==> src/rtl/reglist_onehot_sequencer.sv <==
// Register-select sequencer: decodes a single index (mode 0) or walks a register-list
// mask lowest-first (mode 1), presenting one one-hot select per valid/ready handshake.
module reglist_onehot_sequencer #(
  parameter int SEL_W = 4,
  localparam int N    = 2**SEL_W
) (
  input  logic             clk,
  input  logic             reset,
  input  logic             start,
  input  logic             mode,
  input  logic [SEL_W-1:0] sel,
  input  logic [N-1:0]     list,
  input  logic             out_ready,
  output logic [N-1:0]     onehot,
  output logic             out_valid,
  output logic [SEL_W-1:0] out_index,
  output logic             out_last,
  output logic             busy,
  output logic [SEL_W:0]   count,
  output logic             done
);

  typedef enum logic {IDLE, EMIT} state_t;

  state_t           state, state_next;
  logic [N-1:0]     pending, pending_next;
  logic [N-1:0]     load;
  logic [N-1:0]     low_bit;
  logic [SEL_W-1:0] low_index;
  logic             single;
  logic [SEL_W:0]   count_next;
  logic             done_next;

  // Outputs come only from state/pending, so nothing moves while out_ready is low.
  assign low_bit = pending & (~pending + N'(1));
  assign single  = (pending & (pending - N'(1))) == '0;

  always_comb begin
    low_index = '0;
    for (int i = N - 1; i >= 0; i--) begin
      if (pending[i]) low_index = SEL_W'(i);
    end
  end

  assign busy      = (state == EMIT);
  assign out_valid = busy;
  assign onehot    = busy ? low_bit : '0;
  assign out_index = busy ? low_index : '0;
  assign out_last  = busy && single;

  assign load = mode ? list : (N'(1) << sel);

  always_comb begin
    state_next   = state;
    pending_next = pending;
    count_next   = count;
    done_next    = 1'b0;
    case (state)
      IDLE: begin
        if (start) begin
          pending_next = load;
          count_next   = '0;
          if (load != '0) state_next = EMIT;
          else            done_next  = 1'b1;
        end
      end
      EMIT: begin
        if (out_ready) begin
          pending_next = pending & ~low_bit;
          count_next   = count + (SEL_W+1)'(1);
          if (single) begin
            state_next = IDLE;
            done_next  = 1'b1;
          end
        end
      end
      default: state_next = IDLE;
    endcase
  end

  always_ff @(posedge clk) begin
    if (reset) begin
      state   <= IDLE;
      pending <= '0;
      count   <= '0;
      done    <= 1'b0;
    end else begin
      state   <= state_next;
      pending <= pending_next;
      count   <= count_next;
      done    <= done_next;
    end
  end

endmodule

==> config.mk <==
export PLATFORM = sky130hd
export DESIGN_NAME = reglist_onehot_sequencer
export DESIGN_NICKNAME = d
export VERILOG_FILES = /design/src/rtl/reglist_onehot_sequencer.sv
export SDC_FILE = /design/constraint.sdc
export NUM_CORES = 1
export LEC_CHECK = 0
export BUFFER_PORTS_ARGS = -buffer_cell sky130_fd_sc_hd__clkbuf_2
export CAP_MARGIN = 20
export CORE_ASPECT_RATIO = 0.9
export CORE_UTILIZATION = 43
export DETAILED_ROUTE_END_ITERATION = 16
export GPL_ROUTABILITY_DRIVEN = 1
export PLACE_DENSITY = 0.7
export SLEW_MARGIN = 5
export SYNTH_ARGS = -nofsm -noshare
export SYNTH_HDL_FRONTEND = slang
export SYNTH_SLANG_ARGS = --single-unit
==> constraint.sdc <==
create_clock -name clk -period 6.6 [get_ports clk]
set_input_delay 0.33 -clock clk [delete_from_list [all_inputs] [get_ports clk]]
set_output_delay 0.33 -clock clk [all_outputs]
set_load 0.005 [all_outputs]
# --- After elaboration in Yosys (flattened, before gate mapping) ---
# Index checks and enable logic that the tools add are counted.
op_classes:
  n_addsub: 3
  bitwise: 6
  n_reduce_logical: 4
  n_shift: 1
  mux: 35
  eq_ne: 2
ops:
  columns: ["cell", "n"]
  rows:
  - ["$mux 4", 17]
  - ["$mux 16", 4]
  - ["$and 16x16->16", 3]
  - ["$not 16->16", 2]
  - ["$pmux 16 s2", 1]
  - ["$add 16x1->16 const B", 1]
  - ["$logic_not 16->1", 1]
  - ["$reduce_bool 16->1", 1]
  - ["$shl 1x4->16 const A", 1]
  - ["$sub 16x1->16 const B", 1]
  - ["$mux 5", 2]
  - ["$pmux 5 s2", 1]
  - ["$mux 1", 8]
  - ["$add 5x1->5 const B", 1]
  - ["$ne 2x2->1 const B", 2]
  - ["$pmux 1 s2", 2]
  - ["$reduce_and 2->1", 1]
  - ["$logic_and 1x1->1", 1]
  - ["$not 1->1", 1]
totals:
  input_bits: 25
  word_cells: 55
  out_inout_bits: 29
  reg_bits: 23

# --- Longest topological paths before layout ---
# Gate-level depths: netlist of the first run.
logic_depth:
  word_depth: 17
  ltp_mapped: 8
  depth_no_buf: 6

# --- Worst setup path after synthesis of the first run ---
# OpenSTA, ideal clock, no wires.
synth_path:
  path_kind: "register to output"
  start: "reg pending[0]"
  end: "out onehot[11]"
  setup_slack_ns: 4.390
  n_path_buf: 2
  path_stages_with_launch: 8
  arrival_time_ns: 1.880
  t_required_ns: 6.270
  path_cell_list: "dfxtp_1 > buf_6 > or4_4 > buf_6 > or2_1 > nor3_1 > nand2_1 > nor3b_1"
synth_via:
  elab_chain_len: 4
synth_rtl:
  columns: ["item", "line_no", "source"]
  rows:
  - ["start, declared", "26", "logic [N-1:0] pending, pending_next;"]
  - ["start signal, assigned", "89", "pending <= pending_next;"]
  - ["$not 16->16", "35", "assign low_bit = pending & (~pending + N'(1));"]
  - ["$add 16x1->16", "35", null]
  - ["$and 16x16->16", "35", null]
  - ["$mux 16", "47", "assign onehot = busy ? low_bit : '0;"]
  - ["end, declared", "14", "output logic [N-1:0] onehot,"]
# Every way passes these cells.

# --- Final worst setup path of the first run ---
layout_path:
  start: "reg pending[8]"
  end: "out out_last"
layout_via:
  elab_chain_len: 4
layout_rtl:
  columns: ["item", "line_no", "source"]
  rows:
  - ["$sub 16x1->16", "36", "assign single = (pending & (pending - N'(1))) == '0;"]
  - ["$and 16x16->16 (*)", "36", null]
  - ["$logic_not 16->1 (*)", "36", null]
  - ["$logic_and 1x1->1 (*)", "49", "assign out_last = busy && single;"]
  - ["end, declared", "17", "output logic out_last,"]
# Mark *: on every way between the ends. The rest lies on a longest branch, timed or not.

==> results.json, run 1 <==
{
  "status": "finished clean",
  "placedCellCount": 364,
  "grt_pass1_vias": 1961,
  "die_h_um": 65.30,
  "yosys.area.top_type": "dfxtp_1",
  "place.gp.congestion": 0.9486,
  "skew_ns": 0.001747,
  "synth_seq_cells": 23,
  "io_buffers": 53,
  "drtAntennaViolNets": 0,
  "rsz0062_at_grt": "no",
  "drv_slew": 0,
  "register_area_um2": 460.4,
  "drt_iter0_drc": 195,
  "worst_slew_pin_slew_ns": 1.033,
  "r2r_start": "pending[8]$_SDFFE_PP0P_",
  "max_slew_margin": 0.3097,
  "drc": 0,
  "wl_um": 5566,
  "cts_setup_buffers": 0,
  "ctsRootBufferMaster": "clkbuf_8",
  "grt.overflow.total": 0,
  "dieArea_mm2": 0.004723,
  "ir_worst_vdd_v": 0.0001061,
  "cts_resized": 0,
  "synth_edf_count": 0,
  "hold_violations": 0,
  "max_cap_viol_count": 0,
  "fmax_mhz": 350.1,
  "synth_most_common_cell": "nand2_1",
  "cts_tree": "done",
  "hpwl_um": 4127,
  "ys_seq_area_frac": 0.2405,
  "switching_share": 0.3877,
  "critical_path.startpoint_type": "register",
  "yosysUniqueCellTypes": 55,
  "n_fill_cell": 455,
  "numCtsBuffers": 3,
  "hold_end": "busy$_SDFF_PP0_",
  "rows": 22,
  "path_class": "register to primary output",
  "clockBufferDepth": 2,
  "clk_latency_ns": 0.28,
  "synth_warnings": 0,
  "grt_pass1_wl_um": 9287,
  "ctsHoldBuffers": 0,
  "setup_slack_ns": 3.743,
  "core_area_mm2": 0.004184,
  "grt_max_degree": 39,
  "grt_use_total": 0.2487,
  "p_clk_frac": 0.235,
  "r2r_end": "done$_SDFF_PP0_",
  "cellLeakagePower_nw": 0.9190,
  "r2r_slack_ns": 4.16,
  "min_period_over_period": 0.4328,
  "floorplan.initialDensity": 0.4575,
  "hold_class": "input port to register",
  "comb_power_share": 0.365,
  "hp-start": "out_ready",
  "synth_area_mm2": 0.001914,
  "setup_viol": 0,
  "synth_area_leaders": "dfxtp_1 24%, nand2_1 7.5%, nor2_1 7.3%, a21oi_1 5.5%, clkbuf_1 4.3%",
  "fin_crit_ns": 2.857,
  "seqPwrFrac": 0.400,
  "clk_pin_slew_ns": 0.09,
  "vias_per_cell": 6.033,
  "post-place-ws_ns": 4.115,
  "avgSynthCellArea_um2": 6.861,
  "area_delta_synth_final_pct": 13.86,
  "multi_input_area_mm2": 0.001304,
  "fin_tns_setup_ns": 0,
  "ff2ff_path_depth": 6,
  "final_nets": 335,
  "synth_common_cells": "38 x nand2_1, 37 x nor2_1, 23 x dfxtp_1",
  "vias": 2220,
  "endpoint_kind": "primary output",
  "pin_count": 54,
  "synthArstFlopShare": 0,
  "antenna_found_initial": 0,
  "cellPowerDensity_mw_per_mm2": 183.3,
  "firstDrtPassIters": 5,
  "p_switching_uw": 154.9,
  "p_int_uw": 244.6,
  "synth_cells": 279,
  "wl_per_cell_um": 15.13,
  "cp_max_fo": 14,
  "crit_start": "pending[8]$_SDFFE_PP0P_",
  "cp_data_required_time_ns": 6.27,
  "cts.sinks": 23,
  "die_w_um": 72.33,
  "worst_ep_arrival_time_ns": 2.53,
  "instances_no_fill": 368,
  "cts_max_level": 1,
  "layout-drive-gt1-share": 0.2175,
  "synth_top_area_frac": 0.2405,
  "synthFlopType": "dfxtp_1",
  "num_antenna_cells": 0,
  "syn_nets": 305,
  "hold_depth": 2
}
## worst max-delay path, stage by stage (launching register included)
cell and delay, ns:
dfxtp_1 0.45, or4_1 0.75, o41ai_2 0.43, nand4_1 0.21, nor4_4 0.25, clkbuf_2 0.17
## per-layer routing
| layer | vias up | share of wire | track usage |
|---|---|---|---|
| li1 | 1083 | - | - |
| met4 | 0 | 0.016 | 0.06618 |
| met3 | 10 | 0.068 | 0.04601 |
| met1 | 1048 | 0.45 | 0.3430 |
| met2 | 79 | 0.46 | 0.3960 |
| met5 | - | 0 | 0 |
## power groups by stage
stage                     Combinational [mW]  Sequential [mW]  Clock, mW
after global routing                   0.162            0.161      0.100
after CTS                              0.144            0.159     0.0954
after detailed placement               0.144            0.162          0
after global placement                 0.145            0.162          0
final                                  0.146            0.160     0.0941
after floorplan                        0.112            0.155          0
## sequential cells by signal (all words and copies together), names as in the netlist
name / cells
pending: 16
done: 1
busy: 1
count: 5
## through the flow
step                      hold WS (ns)  area [µm²]  utilization  total power [mW]
final                           0.3529        2180       0.5209            0.3995
after global routing            0.3815        2180       0.5209            0.4237
after CTS                       0.3463        2180       0.5209            0.3990
after detailed placement        0.4813        2131       0.5093            0.3061
after global placement          0.4682        2131       0.5093            0.3068
after floorplan                 0.3991        1914            -            0.2673
## cells by family (layout without fill, tap and decap cells)
group / Yosys count / after routing / synth area share
DFF: 23 / 23 / 0.2405
adders and majority gates: 2 / 2 / 0.01176
AOI/OAI and AO/OA: 86 / 86 / 0.3196
and+or+nand+nor: 134 / 134 / 0.3497
buffers and inverters: 34 / 63 / 0.07843
## cell usage in the layout, fill, tap and decap left out, types with 4 or more instances in the layout
cell and n:
o21ai_0 10, a22oi_1 6, nor2_1 37, nand2_1 38
nand2b_1 7, a211oi_1 6, o31ai_1 10, clkbuf_2 53
nor3_1 7, o21ai_1 4, nor3b_1 5, and3_1 9
nor4_1 7, dfxtp_1 23, a21oi_1 21, o41ai_1 5
inv_1 5, nand3_1 5
## how the worst max path moves through the flow
stage	endpoint	slack, ns	cells after the start
floorplan	onehot[11]	4.39	7
global placement	out_last	4.14	5
detailed placement	out_last	4.12	5
CTS	out_last	3.79	5
global route	onehot[11]	3.63	6
finish	out_last	3.74	5
## area by class of cell
cell class	instances	area share
clock inverters	1	0.003444
clock buffers	3	0.01894
multi-input cells	222	0.5982
inverters	5	0.008611
well taps	60	0.03444
flip-flops and latches	23	0.2113
repair buffers	54	0.1251
Note: power is estimated with default switching activity, not from simulation.
==> inputs of run 2 (changes only) <==
Clock period 6.6 ns to 2.9 ns, I/O delays scaled along.
==> results.json, run 2 (synthesis results as in run 1) <==
{
  "clk_latency_ns": 0.27,
  "vias_per_cell": 6.003,
  "largest_reg_flops": 16,
  "placedCellCount": 365,
  "grt_use_total": 0.2515,
  "cellLeakagePower_nw": 0.9240,
  "register_area_um2": 460.4,
  "slowest_stage": "or4_1",
  "clk_pin_slew_ns": 0.09,
  "ir_worst_vdd_v": 0.0003129,
  "grt.overflow.total": 0,
  "finish.instance_area_mm2": 0.002187,
  "endpoint_kind": "primary output",
  "post-place-ws_ns": 0.5824,
  "final_common_cell": "clkbuf_2",
  "top_regs": "pending x16, count x5",
  "multi_input_area_mm2": 0.001304,
  "setup_viol": 0,
  "status": "finished clean",
  "rows": 22,
  "cts_resized": 0,
  "skew_ns": 0.007160,
  "drv_slew": 0,
  "floorplan.initialDensity": 0.4575,
  "place.gp.congestion": 0.9137,
  "cellPowerDensity_mw_per_mm2": 413.2,
  "hold_violations": 0,
  "firstDrtPassIters": 5,
  "fin_crit_ns": 2.623,
  "num_antenna_cells": 0,
  "vias": 2215,
  "final_nets": 336,
  "core_area_mm2": 0.004184,
  "cts_setup_buffers": 0,
  "drc": 0,
  "numCtsBuffers": 3,
  "wl_um": 5578,
  "hold_class": "input port to register",
  "max_cap_viol_count": 0,
  "die_w_um": 72.33,
  "cts.sinks": 23,
  "grt_pass1_vias": 1934,
  "fin_tns_setup_ns": 0,
  "cp_cell_sequence": "or4_1, or2_1, nor3_1, nand2_1, nor3b_1, clkbuf_2",
  "instances_no_fill": 369,
  "min_period_over_period": 0.9043,
  "ctsHoldBuffers": 0,
  "place_area_mm2": 0.002138,
  "worst_slew_pin_slew_ns": 0.6179,
  "area_delta_synth_final_pct": 14.25,
  "hpwl_um": 4145,
  "largest_register": "pending",
  "io_buffers": 53,
  "rsz0062_at_grt": "no",
  "ctsRootBufferMaster": "clkbuf_8",
  "layout-drive-gt1-share": 0.2201,
  "wl_per_cell_um": 15.12,
  "cts_tree": "done",
  "cts_max_level": 1,
  "drtAntennaViolNets": 0,
  "cp_data_required_time_ns": 2.76,
  "drt_iter0_drc": 212,
  "critical_path.startpoint_type": "register",
  "dieArea_mm2": 0.004723,
  "setup_slack_ns": 0.2775,
  "cp_max_fo": 11,
  "clockBufferDepth": 2,
  "fmax_mhz": 381.3,
  "worst_ep_arrival_time_ns": 2.48,
  "max_stage_delay_ns": 0.71,
  "antenna_found_initial": 0,
  "grt_max_degree": 39,
  "layout_common_cells": "53 x clkbuf_2, 38 x nand2_1, 37 x nor2_1",
  "n_fill_cell": 469,
  "pin_count": 54,
  "die_h_um": 65.30,
  "grt_pass1_wl_um": 9287,
  "max_slew_margin": 0.5881,
  "path_class": "register to primary output"
}
[run 2: cell count changes in the layout (fill, tap and decap cells not counted), sizes merged]
cell | previous run | this run
buf | 1 | 2
[run 2: stage by stage]
step           hold WS, ns  power (mW)  utilization
2_1_floorplan       0.2141      0.6083            -
3_3_place_gp        0.4135      0.7001       0.5111
3_5_place_dp        0.4183      0.6998       0.5111
4_1_cts             0.1187      0.9072       0.5227
5_1_grt             0.1375      0.9611       0.5227
6_report            0.1227      0.9037       0.5227
[run 2: final timing paths]
| path | from | to | slack, ns | cells past startpoint |
|---|---|---|---|---|
| setup / recovery | pending[4]$_SDFFE_PP0P_ | onehot[11] | 0.28 | 6 |
| hold / removal | out_ready | busy$_SDFF_PP0_ | 0.12 | 2 |
| setup reg to reg | pending[8]$_SDFFE_PP0P_ | done$_SDFF_PP0_ | 0.56 | 6 |
| hold reg to reg | count[4]$_SDFFE_PP0P_ | count[4]$_SDFFE_PP0P_ | 0.49 | 2 |
[run 2: worst max-delay path, delay by kind of cell, from the launching register on]
family	cells	cell delay, ns
flip-flops	1	0.42
buffers and inverters	1	0.14
AND/OR/NAND/NOR	5	1.65
[run 2: layer usage]
layer | track usage | routed length, µm | up-vias
met3 | 0.04755 | 356 | 13
li1 | - | - | 1090
met4 | 0.09069 | 141 | 0
met5 | 0 | 0 | -
met2 | 0.3960 | 2550 | 81
met1 | 0.3405 | 2530 | 1031
[run 2: final cells by class]
type	instances	share of cell area
clock buffer	3	0.01888
clock inverter	1	0.003432
inverter	5	0.008581
multi-input combinational	222	0.5961
sequential	23	0.2105
tap	60	0.03432
timing repair buffer	55	0.1281
[run 2: where the power goes]
part           total (mW)  internal, mW  switching [mW]
combinational       0.333         0.128           0.205
sequential          0.363         0.333          0.0297
clock               0.208        0.0975           0.111
total               0.904         0.558           0.346
==> inputs of run 3 (changes only) <==
Settings changed: CORE_ASPECT_RATIO 0.9 to default.
==> results.json, run 3 (synthesis results as in run 1) <==
{
  "status": "finished clean",
  "max_slew_margin": 0.5436,
  "max_stage_delay_ns": 0.70,
  "crit_family": "simple AND/OR/NAND/NOR gates",
  "ctsRootBufferMaster": "clkbuf_8",
  "fin_crit_ns": 2.636,
  "path_class": "register to primary output",
  "setup_viol": 0,
  "worst_ep_arrival_time_ns": 2.49,
  "floorplan.initialDensity": 0.4620,
  "wl_per_cell_um": 15.12,
  "met3_usage": 0.02796,
  "top_regs": "pending x16, count x5",
  "comb_power_share": 0.371,
  "grt_use_total": 0.2486,
  "place.gp.congestion": 0.9488,
  "cellLeakagePower_nw": 0.9278,
  "numCtsBuffers": 3,
  "placedCellCount": 355,
  "cts_tree": "done",
  "fin_tns_setup_ns": 0,
  "instances_no_fill": 359,
  "rows": 23,
  "dieArea_mm2": 0.004722,
  "final_common_cell": "clkbuf_2",
  "multi_input_area_mm2": 0.001304,
  "firstDrtPassIters": 5,
  "clk_pin_slew_ns": 0.08,
  "drc": 0,
  "pin_count": 54,
  "critical_path.startpoint_type": "register",
  "hold_class": "input port to register",
  "area_delta_synth_final_pct": 13.46,
  "grtUsageMet1": 0.3635,
  "drt_iter0_drc": 243,
  "cts_setup_buffers": 0,
  "cellPowerDensity_mw_per_mm2": 411.8,
  "p_int_uw": 556.6,
  "endpoint_kind": "primary output",
  "num_antenna_cells": 0,
  "antenna_found_initial": 0,
  "core_area_mm2": 0.004144,
  "clockBufferDepth": 2,
  "globalRoute.busiestLayer": "met2",
  "layout_common_cells": "53 x clkbuf_2, 38 x nand2_1, 37 x nor2_1",
  "largest_reg_flops": 16,
  "wl_um": 5429,
  "rsz0062_at_grt": "no",
  "worst_slew_pin_slew_ns": 0.6821,
  "cp_data_required_time_ns": 2.76,
  "drtAntennaViolNets": 0,
  "skew_ns": 0.006618,
  "hpwl_um": 4054,
  "ir_worst_vdd_v": 0.0001736,
  "switching_share": 0.3778,
  "drv_slew": 0,
  "grtUsageMet2": 0.3799,
  "p_switching_uw": 337.9,
  "seqPwrFrac": 0.406,
  "hold_violations": 0,
  "cts.sinks": 23,
  "min_period_over_period": 0.9089,
  "register_area_um2": 460.4,
  "grt.overflow.total": 0,
  "p_clk_frac": 0.223,
  "die_w_um": 68.72,
  "layout-drive-gt1-share": 0.2201,
  "vias_per_cell": 6.106,
  "cp_cell_sequence": "or4_1, or2_1, nor3_1, nand2_1, nor3b_1, clkbuf_2",
  "io_buffers": 53,
  "power.total_uw": 894.5,
  "n_fill_cell": 423,
  "vias": 2192,
  "clk_latency_ns": 0.27,
  "grt_max_degree": 39,
  "grt_pass1_vias": 1792,
  "largest_register": "pending",
  "cp_max_fo": 11,
  "slowest_stage": "or4_1",
  "ctsHoldBuffers": 0,
  "max_cap_viol_count": 0,
  "die_h_um": 68.72,
  "cts_max_level": 1,
  "place_area_mm2": 0.002126,
  "cts_resized": 0,
  "critPathBufInv": 1,
  "fmax_mhz": 379.4,
  "finish.instance_area_mm2": 0.002172,
  "final_nets": 336,
  "grt_pass1_wl_um": 8811
}
==> run 3: changes by cell type in the layout (fill, tap and decap cells not counted), sizes merged <==
cell and change:
clkinvlp -1, clkinv +1
==> run 3: path summary, 6_finish.rpt <==
path / startpoint / endpoint / slack (ns) / cells past startpoint
max reg2reg: pending[8]$_SDFFE_PP0P_ / done$_SDFF_PP0_ / 0.55 / 6
min reg2reg: count[4]$_SDFFE_PP0P_ / count[4]$_SDFFE_PP0P_ / 0.49 / 2
max: pending[4]$_SDFFE_PP0P_ / onehot[11] / 0.26 / 6
min: out_ready / busy$_SDFF_PP0_ / 0.14 / 2
==> run 3: area by class of cell <==
type                    instances  share of cell area
multi-input cells             222              0.6002
flip-flops and latches         23              0.2120
repair buffers                 55              0.1290
well taps                      50             0.02880
clock buffers                   3             0.01901
inverters                       5            0.008641
clock inverters                 1            0.002304
==> run 3: through the flow <==
| step | hold WS [ns] | utilization | setup WS, ns |
|---|---|---|---|
| after floorplan | 0.2141 | - | 0.7667 |
| final | 0.1359 | 0.5242 | 0.2642 |
| after CTS | 0.1349 | 0.5242 | 0.2913 |
| after global placement | 0.4220 | 0.5130 | 0.6834 |
| after detailed placement | 0.4254 | 0.5130 | 0.5969 |
| after global routing | 0.1653 | 0.5242 | 0.1084 |
==> run 3: power groups by stage <==
stage | clock, mW | combinational, mW | sequential (mW)
2_1_floorplan | 0 | 0.255 | 0.353
3_3_place_gp | 0 | 0.324 | 0.369
3_5_place_dp | 0 | 0.325 | 0.369
4_1_cts | 0.202 | 0.327 | 0.362
5_1_grt | 0.214 | 0.371 | 0.366
6_report | 0.199 | 0.332 | 0.363
==> run 3: metal layers <==
layer / vias up / wire, µm
met5: - / 0
met4: 0 / 79
met3: 12 / 393
met2: 115 / 2294
met1: 978 / 2662
li1: 1087 / -
